==> config.mk <==
export PLATFORM = sky130hd
export DESIGN_NAME = car_direction_fsm
export DESIGN_NICKNAME = d
export VERILOG_FILES = /design/src/rtl/car_direction_fsm.sv
export SDC_FILE = /design/constraint.sdc
export NUM_CORES = 1
export LEC_CHECK = 0
export BUFFER_PORTS_ARGS = -buffer_cell sky130_fd_sc_hd__buf_2
export CORE_UTILIZATION = 33
export CTS_CLUSTER_SIZE = 20
export DETAILED_ROUTE_END_ITERATION = 6
export GPL_TIMING_DRIVEN = 0
export SETUP_SLACK_MARGIN = 0.3
export SKIP_CTS_REPAIR_TIMING = 1
export SYNTH_ARGS = -nofsm -noshare
export SYNTH_HDL_FRONTEND = slang
export SYNTH_SLANG_ARGS = --single-unit
==> constraint.sdc <==
create_clock -name clk -period 1.9 [get_ports clk]
set_clock_uncertainty 0.1 [all_clocks]
set_input_delay 0.095 -clock clk [delete_from_list [all_inputs] [get_ports clk]]
set_output_delay 0.095 -clock clk [all_outputs]
set_load 0.03 [all_outputs]
==> src/rtl/car_direction_fsm.sv <==
// Car direction detector: two synchronized, debounced optical sensors feed a
// sequence FSM that pulses car_in/car_out. Optional stall watchdog: CAR_FSM_TIMEOUT_EN.
module car_direction_fsm #(
  parameter int DB_CYCLES      = 4,
  parameter int TIMEOUT_CYCLES = 1000
) (
  input  logic       clk,
  input  logic       rst_n,
  input  logic       sens_a,
  input  logic       sens_b,
  output logic       car_in,
  output logic       car_out,
  output logic       cnt_en,
  output logic       cnt_up,
  output logic       err,
  output logic       busy,
  output logic [2:0] dbg_state
);

  typedef enum logic [2:0] {
    IDLE     = 3'd0,
    IN1      = 3'd1,
    IN2      = 3'd2,
    IN3      = 3'd3,
    OUT1     = 3'd4,
    OUT2     = 3'd5,
    OUT3     = 3'd6,
    WAIT_CLR = 3'd7
  } state_t;

  localparam logic [7:0] DB_LAST = 8'(DB_CYCLES - 1);

  if (DB_CYCLES < 1 || DB_CYCLES > 255) begin : g_bad_db
    $error("DB_CYCLES out of range");
  end
  if (TIMEOUT_CYCLES < 2 || TIMEOUT_CYCLES > 1048575) begin : g_bad_to
    $error("TIMEOUT_CYCLES out of range");
  end

  // Bit 1 carries sensor a, bit 0 sensor b throughout.
  logic [1:0]      sync1_q, sync1_d;
  logic [1:0]      sync2_q, sync2_d;
  logic [1:0]      filt_q, filt_d;
  logic [1:0][7:0] db_cnt_q, db_cnt_d;

  state_t state_q, state_d;
  logic   car_in_q, car_in_d;
  logic   car_out_q, car_out_d;
  logic   err_q, err_d;
  logic   cnt_en_q, cnt_en_d;
  logic   cnt_up_q, cnt_up_d;

`ifdef CAR_FSM_TIMEOUT_EN
  localparam logic [19:0] TO_LAST = 20'(TIMEOUT_CYCLES - 1);
  logic [19:0] to_cnt_q, to_cnt_d;
`endif

  always_comb begin
    sync1_d = {sens_a, sens_b};
    sync2_d = sync1_q;
    for (int i = 0; i < 2; i++) begin
      filt_d[i]   = filt_q[i];
      db_cnt_d[i] = 8'd0;
      // Counter only runs while the synchronized level disagrees; any reversion zeroes it.
      if (sync2_q[i] != filt_q[i]) begin
        if (db_cnt_q[i] == DB_LAST) begin
          filt_d[i] = sync2_q[i];
        end else begin
          db_cnt_d[i] = db_cnt_q[i] + 8'd1;
        end
      end
    end
  end

  always_comb begin
    state_d   = state_q;
    car_in_d  = 1'b0;
    car_out_d = 1'b0;
    err_d     = 1'b0;
    case (state_q)
      IDLE: case (filt_q)
        2'b10:   state_d = IN1;
        2'b01:   state_d = OUT1;
        2'b11:   begin state_d = WAIT_CLR; err_d = 1'b1; end
        default: state_d = IDLE;
      endcase
      IN1: case (filt_q)
        2'b11:   state_d = IN2;
        2'b00:   state_d = IDLE;
        2'b01:   begin state_d = WAIT_CLR; err_d = 1'b1; end
        default: state_d = IN1;
      endcase
      IN2: case (filt_q)
        2'b01:   state_d = IN3;
        2'b10:   state_d = IN1;
        2'b00:   begin state_d = WAIT_CLR; err_d = 1'b1; end
        default: state_d = IN2;
      endcase
      IN3: case (filt_q)
        2'b00:   begin state_d = IDLE; car_in_d = 1'b1; end
        2'b11:   state_d = IN2;
        2'b10:   begin state_d = WAIT_CLR; err_d = 1'b1; end
        default: state_d = IN3;
      endcase
      OUT1: case (filt_q)
        2'b11:   state_d = OUT2;
        2'b00:   state_d = IDLE;
        2'b10:   begin state_d = WAIT_CLR; err_d = 1'b1; end
        default: state_d = OUT1;
      endcase
      OUT2: case (filt_q)
        2'b10:   state_d = OUT3;
        2'b01:   state_d = OUT1;
        2'b00:   begin state_d = WAIT_CLR; err_d = 1'b1; end
        default: state_d = OUT2;
      endcase
      OUT3: case (filt_q)
        2'b00:   begin state_d = IDLE; car_out_d = 1'b1; end
        2'b11:   state_d = OUT2;
        2'b01:   begin state_d = WAIT_CLR; err_d = 1'b1; end
        default: state_d = OUT3;
      endcase
      default: state_d = (filt_q == 2'b00) ? IDLE : WAIT_CLR;
    endcase

`ifdef CAR_FSM_TIMEOUT_EN
    // Every filtered change in a partial state moves the FSM, so "state held" equals "pair unchanged".
    to_cnt_d = 20'd0;
    if (state_q != IDLE && state_q != WAIT_CLR && state_d == state_q) begin
      if (to_cnt_q == TO_LAST) begin
        state_d = WAIT_CLR;
        err_d   = 1'b1;
      end else begin
        to_cnt_d = to_cnt_q + 20'd1;
      end
    end
`endif

    cnt_en_d = car_in_d | car_out_d;
    cnt_up_d = ~car_out_d;
  end

  always_ff @(posedge clk) begin
    if (!rst_n) begin
      sync1_q   <= 2'b00;
      sync2_q   <= 2'b00;
      filt_q    <= 2'b00;
      db_cnt_q  <= '0;
      state_q   <= IDLE;
      car_in_q  <= 1'b0;
      car_out_q <= 1'b0;
      err_q     <= 1'b0;
      cnt_en_q  <= 1'b0;
      cnt_up_q  <= 1'b1;
`ifdef CAR_FSM_TIMEOUT_EN
      to_cnt_q  <= 20'd0;
`endif
    end else begin
      sync1_q   <= sync1_d;
      sync2_q   <= sync2_d;
      filt_q    <= filt_d;
      db_cnt_q  <= db_cnt_d;
      state_q   <= state_d;
      car_in_q  <= car_in_d;
      car_out_q <= car_out_d;
      err_q     <= err_d;
      cnt_en_q  <= cnt_en_d;
      cnt_up_q  <= cnt_up_d;
`ifdef CAR_FSM_TIMEOUT_EN
      to_cnt_q  <= to_cnt_d;
`endif
    end
  end

  assign car_in    = car_in_q;
  assign car_out   = car_out_q;
  assign err       = err_q;
  assign cnt_en    = cnt_en_q;
  assign cnt_up    = cnt_up_q;
  assign busy      = (state_q != IDLE);
  assign dbg_state = state_q;

endmodule

---- Yosys cells after proc, flatten, opt, wreduce, memory -nomap -nowiden ----
Index checks and enable logic that the tools add are counted.
cells by class
  add/subtract/negate cells ............... 2
  muxes and demuxes ....................... 16
  equal/unequal tests ..................... 13
  bitwise logic cells ..................... 5
  reductions and logical operators ........ 10
operators by type and width
  operator             number
  $pmux 3 s3           6
  $pmux 3 s7           1
  $add 8x1->8 const B  2
  $eq 8x2->1 const B   2
  $eq 3x3->1 const B   3
  $eq 3x2->1 const B   2
  $mux 1               6
  $pmux 2 s3           1
  $reduce_or 2->1      3
  $reduce_or 3->1      2
  $eq 2x2->1 const B   2
  $not 1->1            4
  $pmux 1 s4           1
  $reduce_and 2->1     2
  $eq 3x1->1 const B   1
  $logic_not 3->1      1
  $mux 3               1
  $reduce_bool 3->1    1
  $eq 2x1->1 const B   1
  $logic_not 2->1      1
  $ne 1x1->1           2
  $or 1x1->1           1
storage, ports and cells
  input bits .............................. 4
  word-level logic and storage cells ...... 58
  output and inout port bits .............. 9
  register bits ........................... 30

---- Depth between registers and ports, before layout ----
Gate-level depths: netlist (run 1).
  depth in word-level cells ............... 4
  depth in mapped cells ................... 6
  depth with buffers taken out ............ 6

---- Worst setup path after synthesis (run 1) ----
OpenSTA, ideal clock, no wires.
  kind .................................... flip-flop to flip-flop
  start ................................... register filt_q[0]
  end ..................................... register state_q[1], in the netlist dbg_state[1]
  slack ................................... 0.257 ns
  setup time .............................. 0.069 ns
  cell stages (with the launch flop) ...... 7
  required time ........................... 1.731 ns
  period minus slack after synthesis ...... 1.643 ns
  buffers on the path ..................... 0
  arrival time ............................ 1.474 ns
  cell sequence ........................... dfxtp_1 -> inv_1 -> ha_1 -> or2_0 -> a21boi_1 -> a211o_1 -> o21ai_1
between the ends
  cells in the longest elaborated chain, start to end .. 3
  elaborated cells between the ends (all ways) .. 13
  those cells by class .................... eq/ne: 3; mux: 9; reduce/logical: 1
ends and longest elaborated chain
  item                                      line  text
  start: declaration                        43    logic [1:0] filt_q, filt_d;
  start signal: assignment                  161   filt_q <= filt_d;
  $eq 2x1->1, or another cell as far along  n/a
  $pmux 3 s3, or another cell as far along  117   OUT3: case (filt_q)
  $pmux 3 s7 *                              80    case (state_q)
  end signal: assignment                    163   state_q <= state_d;
  end: declaration                          46    state_t state_q, state_d;
Every way passes the cells marked *; elsewhere a longest branch is shown, timed or not.
A chain may end at the register's enable or synchronous reset.

---- Worst setup path after layout (run 1) ----
  start ................................... register state_q[2], in the netlist dbg_state[2]
  end ..................................... output busy
between the ends
  cells in the longest elaborated chain, start to end .. 1
ends and longest elaborated chain
  item               line  text
  $reduce_bool 3->1  180   assign busy = (state_q != IDLE);
  end: declaration   16    output logic busy,
No other way between the ends.

==> impl_metrics.prom, run 1 <==
# TYPE chip_impl_metric gauge
chip_impl_metric{name="fin_crit",unit="ps"} 1560
chip_impl_metric{name="synthToLayoutAreaGrowth",unit="%"} 24.1
chip_impl_metric{name="post_route_cells_drive_above_1_share",unit="%"} 21.9
chip_impl_metric{name="route.detailed.wl_per_inst",unit="um"} 11.7
chip_impl_metric{name="drt-total-wl",unit="um"} 2660
chip_impl_metric{name="routed_via_density",unit=""} 4.80
chip_impl_metric{name="wp_data_arrival",unit="ps"} 1360
chip_impl_metric{name="synthXorXnorAreaFrac",unit="%"} 8.60
chip_impl_metric{name="floorplan.io_pins",unit=""} 13
chip_impl_info{name="setup_repair_after_global_routing_missed_its_margin",value="true"} 1
chip_impl_info{name="postSynth.topFlopCell",value="sky130_fd_sc_hd__dfxtp_1"} 1
chip_impl_metric{name="post-route-worst-setup-slack",unit="ps"} 341
chip_impl_info{name="setup.worst_path.start_class",value="register"} 1
chip_impl_metric{name="synth_seq_area_share",unit="%"} 42.1
chip_impl_metric{name="globalRouteTotalUtil",unit="%"} 12.8
chip_impl_metric{name="crit_path_max_fanout",unit=""} 10
chip_impl_metric{name="placement_rows",unit=""} 23
chip_impl_metric{name="max_freq",unit="GHz"} 0.642
chip_impl_metric{name="max_slew.worst_pin.slew",unit="ps"} 448
chip_impl_metric{name="diodes",unit=""} 0
chip_impl_metric{name="postSynth.asyncResetShare",unit="%"} 0
chip_impl_metric{name="grt_pass1_vias",unit=""} 965
chip_impl_metric{name="fin_nets",unit=""} 190
chip_impl_metric{name="dr_drc_count",unit=""} 0
chip_impl_metric{name="grt_antenna_before_repair",unit=""} 0
chip_impl_metric{name="finalMaxSlewViolations",unit=""} 0
chip_impl_metric{name="cap_violations",unit=""} 0
chip_impl_info{name="worstSetupPathType",value="reg2out"} 1
chip_impl_metric{name="post_synth_instance_area",unit="um2"} 1430
chip_impl_metric{name="drt_iter0_drc",unit=""} 82
chip_impl_metric{name="place.detailed.instances",unit=""} 215
chip_impl_metric{name="data_required_time_of_the_critical_path",unit="ps"} 1700
chip_impl_info{name="synth_area_leader_cell",value="sky130_fd_sc_hd__dfxtp_1"} 1
chip_impl_info{name="hold_path.class",value="reg2reg"} 1
chip_impl_info{name="ctsRootBufferMaster",value="sky130_fd_sc_hd__clkbuf_8"} 1
chip_impl_metric{name="power.total",unit="mW"} 1.17
chip_impl_metric{name="cts-buffers-inserted",unit=""} 5
chip_impl_metric{name="synth_mux_area_share",unit="%"} 3.95
chip_impl_info{name="most_frequent_cell_after_synthesis",value="sky130_fd_sc_hd__dfxtp_1"} 1
chip_impl_metric{name="clkTransAtPathRegs",unit="ps"} 60
chip_impl_metric{name="final.period_utilization",unit="%"} 82.0
chip_impl_metric{name="placed_wire_length_estimate",unit="um"} 1810
chip_impl_metric{name="fillCellCount",unit=""} 403
chip_impl_metric{name="clkSinkCount",unit=""} 30
chip_impl_metric{name="setup_viol",unit=""} 0
chip_impl_info{name="result_of_the_run",value="completed"} 1
chip_impl_metric{name="initial_core_util",unit="%"} 34.9
chip_impl_metric{name="synth-adder-area-share",unit="%"} 7.90
chip_impl_metric{name="synth-warning-count",unit=""} 0
chip_impl_info{name="r2r-start",value="filt_q[0]"} 1
chip_impl_metric{name="fp.dieW",unit="um"} 67.7
chip_impl_metric{name="synth_cell_types",unit=""} 44
chip_impl_metric{name="drt_pass1_iterations",unit=""} 4
chip_impl_metric{name="die_area",unit="um2"} 4590
chip_impl_metric{name="synth_fp_nets",unit=""} 166
chip_impl_metric{name="die-height",unit="um"} 67.7
chip_impl_metric{name="synth-edff-count",unit=""} 0
chip_impl_info{name="timing.hold.worst.start",value="db_cnt_q[8]"} 1
chip_impl_metric{name="vdd_ir_drop_max",unit="mV"} 0.458
chip_impl_metric{name="core-area",unit="um2"} 4090
chip_impl_metric{name="portBuffers",unit=""} 12
chip_impl_metric{name="synth_largest_type_area_fraction",unit="%"} 42.1
chip_impl_metric{name="ant_nets",unit=""} 0
chip_impl_metric{name="grt_first_pass_wirelength",unit="um"} 4180
chip_impl_metric{name="syn_area_per_cell",unit="um2"} 9.31
chip_impl_metric{name="power.static_leakage",unit="nW"} 0.737
chip_impl_metric{name="post_route_setup_tns",unit="ps"} 0
chip_impl_metric{name="max_slew_margin",unit="%"} 69.8
chip_impl_metric{name="netlist_instances",unit=""} 153
chip_impl_metric{name="area_share_of_and_or_nand_nor_cells_after_synthesis",unit="%"} 22.6
chip_impl_metric{name="deepest_clock_path_buffer_count",unit=""} 2
chip_impl_metric{name="replace_congestion",unit=""} 0.783
chip_impl_metric{name="power_density",unit="nW/um2"} 664
chip_impl_info{name="netlist_top_cells_area",value="sky130_fd_sc_hd__dfxtp_1, sky130_fd_sc_hd__ha_1, sky130_fd_sc_hd__nor2_1, sky130_fd_sc_hd__xor2_1, sky130_fd_sc_hd__nand3_1"} 1
chip_impl_metric{name="maximum_number_of_pins_on_one_net_before_global_route_repair",unit=""} 11
chip_impl_metric{name="synth_compound_area_share",unit="%"} 10.4
chip_impl_info{name="critPathLaunch",value="dbg_state[2]"} 1
chip_impl_info{name="tritoncts",value="yes"} 1
chip_impl_info{name="worst_setup_path_end_kind",value="primary output"} 1
chip_impl_metric{name="detailroute.via_count",unit=""} 1094
chip_impl_metric{name="ys_seq_elements",unit=""} 30
chip_impl_metric{name="placement.setup.worst_slack",unit="ps"} 128
chip_impl_info{name="synth_top_family_by_area",value="simple AND/OR/NAND/NOR gates"} 1
chip_impl_metric{name="hold_viol",unit=""} 0
chip_impl_metric{name="worst_skew_pair_latency",unit="ps"} 280
chip_impl_metric{name="ctsHtreeMaxLevel",unit=""} 2
chip_impl_info{name="netlist_top_cells_count",value="sky130_fd_sc_hd__dfxtp_1, sky130_fd_sc_hd__nor2_1, sky130_fd_sc_hd__nand3_1, sky130_fd_sc_hd__ha_1, sky130_fd_sc_hd__xor2_1"} 1
chip_impl_metric{name="post_route_non_filler_standard_cell_count",unit=""} 228
chip_impl_metric{name="post-route-util",unit="%"} 43.3
chip_impl_metric{name="globalRoute.totalOverflow",unit=""} 0
## state kept, by name, summed over array words and instances (netlist names), 2 cells and up
signal / cells
db_cnt_q: 16
dbg_state: 3
filt_q: 2
sync1_q: 2
sync2_q: 2
## path summary, 6_finish.rpt
kind                  to  slack (ps)  cells past startpoint
min          db_cnt_q[8]         340                      1
max                 busy         340                      4
min reg2reg  db_cnt_q[8]         340                      1
max reg2reg          err         350                      4
## layer usage
layer / share of wire [%] / GRT usage (%) / vias up
met3: 5.6 / 4.05 / 2
met1: 46 / 14.8 / 495
li1: - / - / 573
met5: 0 / 0 / -
met4: 1.1 / 7.98 / 0
met2: 47 / 20.3 / 24
## per-stage QoR
stage | hold slack (ps) | instance area (um2)
finish | 337 | 1770
global route | 342 | 1770
CTS | -81.7 | 1640
detailed placement | 207 | 1550
global placement | 203 | 1550
floorplan | 122 | 1430
## final cells by class
class                   count  area [um2]  area share (%)
plain buffers               5        41.3            2.34
repair buffers             17         111            6.30
clock inverters             1        5.00           0.283
clock buffers               7        86.3            4.88
inverters                   6        25.0            1.42
multi-input cells         112         828            46.9
flip-flops and latches     30         608            34.4
well taps                  50        62.6            3.54
## cells in the final DEF (no fill, tap or decap), drive strengths merged, types with 2 or more instances in the layout
cell type and n:
nand4 2, nor2b 3, clkbuf 9, a211o 2
xor2 9, dfxtp 30, nor2 22, and3 3
ha 9, nor3 2, nand3 10, or3 2
dlygate4sd3 3, nand2b 2, and2 4, nand2 7
mux2i 3, inv 6, xnor2 5, a21boi 2
a211oi 2, o21ai 6, o22ai 2, buf 17
## kinds of logic after synthesis
group | Yosys count
muxes | 4
xor gates and xnor gates | 14
buffers and inverters | 11
adders and majority gates | 9
and+or+nand+nor | 64
DFF | 30
AOI/OAI and AO/OA | 21
## where the power goes
group / internal (mW) / leakage (nW) / switching [mW] / total (mW)
logic: 0.0116 / 0.445 / 0.0110 / 0.0226
clock network: 0.292 / 0.0482 / 0.226 / 0.518
registers: 0.631 / 0.244 / 0.00234 / 0.634
total: 0.935 / 0.737 / 0.240 / 1.17
## worst max-delay path, cell delays in order (launching register included)
cell	delay, ps
sky130_fd_sc_hd__dfxtp_1	320
sky130_fd_sc_hd__buf_6	130
sky130_fd_sc_hd__clkbuf_8	160
sky130_fd_sc_hd__or3_1	330
sky130_fd_sc_hd__buf_6	150
Power figures use the tool's default switching activity.
==> run 2: changes to the inputs <==
- clock period: 1.9 -> 1.6 ns (I/O delays scaled with it)
==> run 2 against run 1 <==
Core utilization grew 5.1 points. Die area stayed put. Critical path depth is 2 higher. Sequential power grew 19%. Wire length increased by 9.7%. Hold slack lost 240 ps. Sequential share of layout area fell by 2.9 points. Clock power is 19% higher. Cell count up 4.8%. Combinational power is 35% higher. Critical endpoint is now dbg_state[1].
==> impl_metrics.prom, run 2 (synthesis results as in run 1) <==
# TYPE chip_impl_metric gauge
chip_impl_metric{name="grt_pass1_vias",unit=""} 1048
chip_impl_metric{name="floorplan.io_pins",unit=""} 13
chip_impl_info{name="critPathLaunch",value="filt_q[0]"} 1
chip_impl_info{name="worstSetupPathType",value="reg2reg"} 1
chip_impl_info{name="result_of_the_run",value="completed"} 1
chip_impl_metric{name="grt_first_pass_wirelength",unit="um"} 4490
chip_impl_metric{name="globalRouteTotalUtil",unit="%"} 13.2
chip_impl_metric{name="crit_path_max_fanout",unit=""} 6
chip_impl_info{name="timing.hold.worst.start",value="rst_n"} 1
chip_impl_metric{name="replace_congestion",unit=""} 0.815
chip_impl_metric{name="die_area",unit="um2"} 4590
chip_impl_info{name="r2r-start",value="filt_q[0]"} 1
chip_impl_metric{name="placement.setup.worst_slack",unit="ps"} 41.9
chip_impl_metric{name="max_slew.worst_pin.slew",unit="ps"} 479
chip_impl_metric{name="fillCellCount",unit=""} 395
chip_impl_metric{name="power.total",unit="mW"} 1.40
chip_impl_info{name="setup_repair_after_global_routing_missed_its_margin",value="true"} 1
chip_impl_metric{name="finish.instance_area",unit="um2"} 1980
chip_impl_metric{name="setup_viol",unit=""} 0
chip_impl_info{name="setup.worst_path.start_class",value="register"} 1
chip_impl_metric{name="cap_violations",unit=""} 0
chip_impl_info{name="largest_register",value="db_cnt_q"} 1
chip_impl_metric{name="grt_antenna_before_repair",unit=""} 0
chip_impl_metric{name="worst_skew_pair_latency",unit="ps"} 280
chip_impl_metric{name="fp.dieW",unit="um"} 67.7
chip_impl_info{name="ctsRootBufferMaster",value="sky130_fd_sc_hd__clkbuf_8"} 1
chip_impl_metric{name="fin_nets",unit=""} 201
chip_impl_metric{name="post-route-worst-setup-slack",unit="ps"} 27.9
chip_impl_info{name="hold_path.class",value="in2reg"} 1
chip_impl_metric{name="deepest_clock_path_buffer_count",unit=""} 2
chip_impl_metric{name="detailroute.via_count",unit=""} 1187
chip_impl_metric{name="vdd_ir_drop_max",unit="mV"} 0.505
chip_impl_metric{name="core-area",unit="um2"} 4090
chip_impl_metric{name="cts-buffers-inserted",unit=""} 5
chip_impl_metric{name="die-height",unit="um"} 67.7
chip_impl_metric{name="data_required_time_of_the_critical_path",unit="ps"} 1700
chip_impl_metric{name="hold_viol",unit=""} 0
chip_impl_metric{name="finalMaxSlewViolations",unit=""} 0
chip_impl_metric{name="placed_wire_length_estimate",unit="um"} 1870
chip_impl_metric{name="routed_via_density",unit=""} 4.97
chip_impl_metric{name="largest_reg_flops",unit=""} 16
chip_impl_metric{name="synthToLayoutAreaGrowth",unit="%"} 38.6
chip_impl_metric{name="power_density",unit="nW/um2"} 709
chip_impl_metric{name="post_route_cells_drive_above_1_share",unit="%"} 39.7
chip_impl_metric{name="max_freq",unit="GHz"} 0.636
chip_impl_metric{name="route.detailed.wl_per_inst",unit="um"} 12.2
chip_impl_metric{name="wp_data_arrival",unit="ps"} 1670
chip_impl_info{name="worst_setup_path_end_kind",value="register"} 1
chip_impl_metric{name="clkSinkCount",unit=""} 30
chip_impl_metric{name="diodes",unit=""} 0
chip_impl_metric{name="ant_nets",unit=""} 0
chip_impl_metric{name="drt_iter0_drc",unit=""} 74
chip_impl_metric{name="placement_rows",unit=""} 23
chip_impl_metric{name="power.static_leakage",unit="nW"} 0.798
chip_impl_metric{name="maximum_number_of_pins_on_one_net_before_global_route_repair",unit=""} 11
chip_impl_metric{name="dr_drc_count",unit=""} 0
chip_impl_metric{name="placedInstanceArea",unit="um2"} 1620
chip_impl_metric{name="initial_core_util",unit="%"} 34.9
chip_impl_metric{name="globalRoute.totalOverflow",unit=""} 0
chip_impl_metric{name="ctsHtreeMaxLevel",unit=""} 2
chip_impl_metric{name="drt_pass1_iterations",unit=""} 4
chip_impl_metric{name="max_slew_margin",unit="%"} 68.1
chip_impl_metric{name="fin_crit",unit="ps"} 1570
chip_impl_info{name="tritoncts",value="yes"} 1
chip_impl_metric{name="post-route-util",unit="%"} 48.3
chip_impl_metric{name="drt-total-wl",unit="um"} 2920
chip_impl_metric{name="clkTransAtPathRegs",unit="ps"} 60
chip_impl_metric{name="final.period_utilization",unit="%"} 98.3
chip_impl_info{name="final_cell_mix",value="sky130_fd_sc_hd__nor2_1, sky130_fd_sc_hd__dfxtp_1, sky130_fd_sc_hd__buf_4"} 1
chip_impl_metric{name="portBuffers",unit=""} 12
-- run 2: cell count changes in the layout (fill, tap and decap cells not counted), moves of 3 or more --
cell | before | now
sky130_fd_sc_hd__ha_1 | 6 | 2
sky130_fd_sc_hd__ha_4 | 2 | 5
sky130_fd_sc_hd__nor2_2 | 1 | 4
sky130_fd_sc_hd__buf_4 | 3 | 14
sky130_fd_sc_hd__nor2_1 | 21 | 18
sky130_fd_sc_hd__nand3_1 | 9 | 6
sky130_fd_sc_hd__dfxtp_2 | 0 | 9
sky130_fd_sc_hd__dfxtp_1 | 28 | 18
-- run 2: metrics by stage --
step           cells  hold WS (ps)  setup TNS (ps)
2_1_floorplan    153           107               0
3_3_place_gp     215           188               0
3_5_place_dp     215           188               0
4_1_cts          223         -94.1               0
5_1_grt          239           150           -53.5
6_report         239           102               0
-- run 2: critical path, stage by stage, from the launching register on --
cell and delay, ps:
sky130_fd_sc_hd__dfxtp_4 400, sky130_fd_sc_hd__inv_6 60, sky130_fd_sc_hd__ha_4 170, sky130_fd_sc_hd__or2_1 220
sky130_fd_sc_hd__a21boi_2 150, sky130_fd_sc_hd__a211o_1 260, sky130_fd_sc_hd__o21ai_1 140
-- run 2: worst paths after layout --
| check | end | slack [ps] | cells past startpoint |
|---|---|---|---|
| worst min register to register | sync2_q[1] | 340 | 1 |
| worst min-delay path | dbg_state[2] | 100 | 4 |
| worst max register to register | dbg_state[1] | 30 | 6 |
| worst max-delay path | dbg_state[1] | 30 | 6 |
-- run 2: per-layer routing --
layer / global-route usage, % / wire, um / part of all wire [%]
met1: 15.1 / 1250 / 43
met2: 21.5 / 1520 / 52
met4: 5.59 / 19 / 0.65
met3: 5.57 / 129 / 4.4
met5: 0 / 0 / 0
-- run 2: final cells by class --
| cell class | count | area (um2) | share of cell area (%) |
|---|---|---|---|
| sequential | 30 | 623 | 31.5 |
| tap | 50 | 62.6 | 3.17 |
| clock inverter | 1 | 5.00 | 0.253 |
| clock buffer | 7 | 86.3 | 4.37 |
| buffer | 5 | 45.0 | 2.28 |
| multi-input combinational | 112 | 923 | 46.7 |
| inverter | 6 | 32.5 | 1.65 |
| timing repair buffer | 28 | 198 | 10.0 |
-- run 2: power breakdown --
part,internal [mW],switching (mW)
logic,0.0150,0.0155
clock network,0.346,0.271
registers,0.748,0.00392
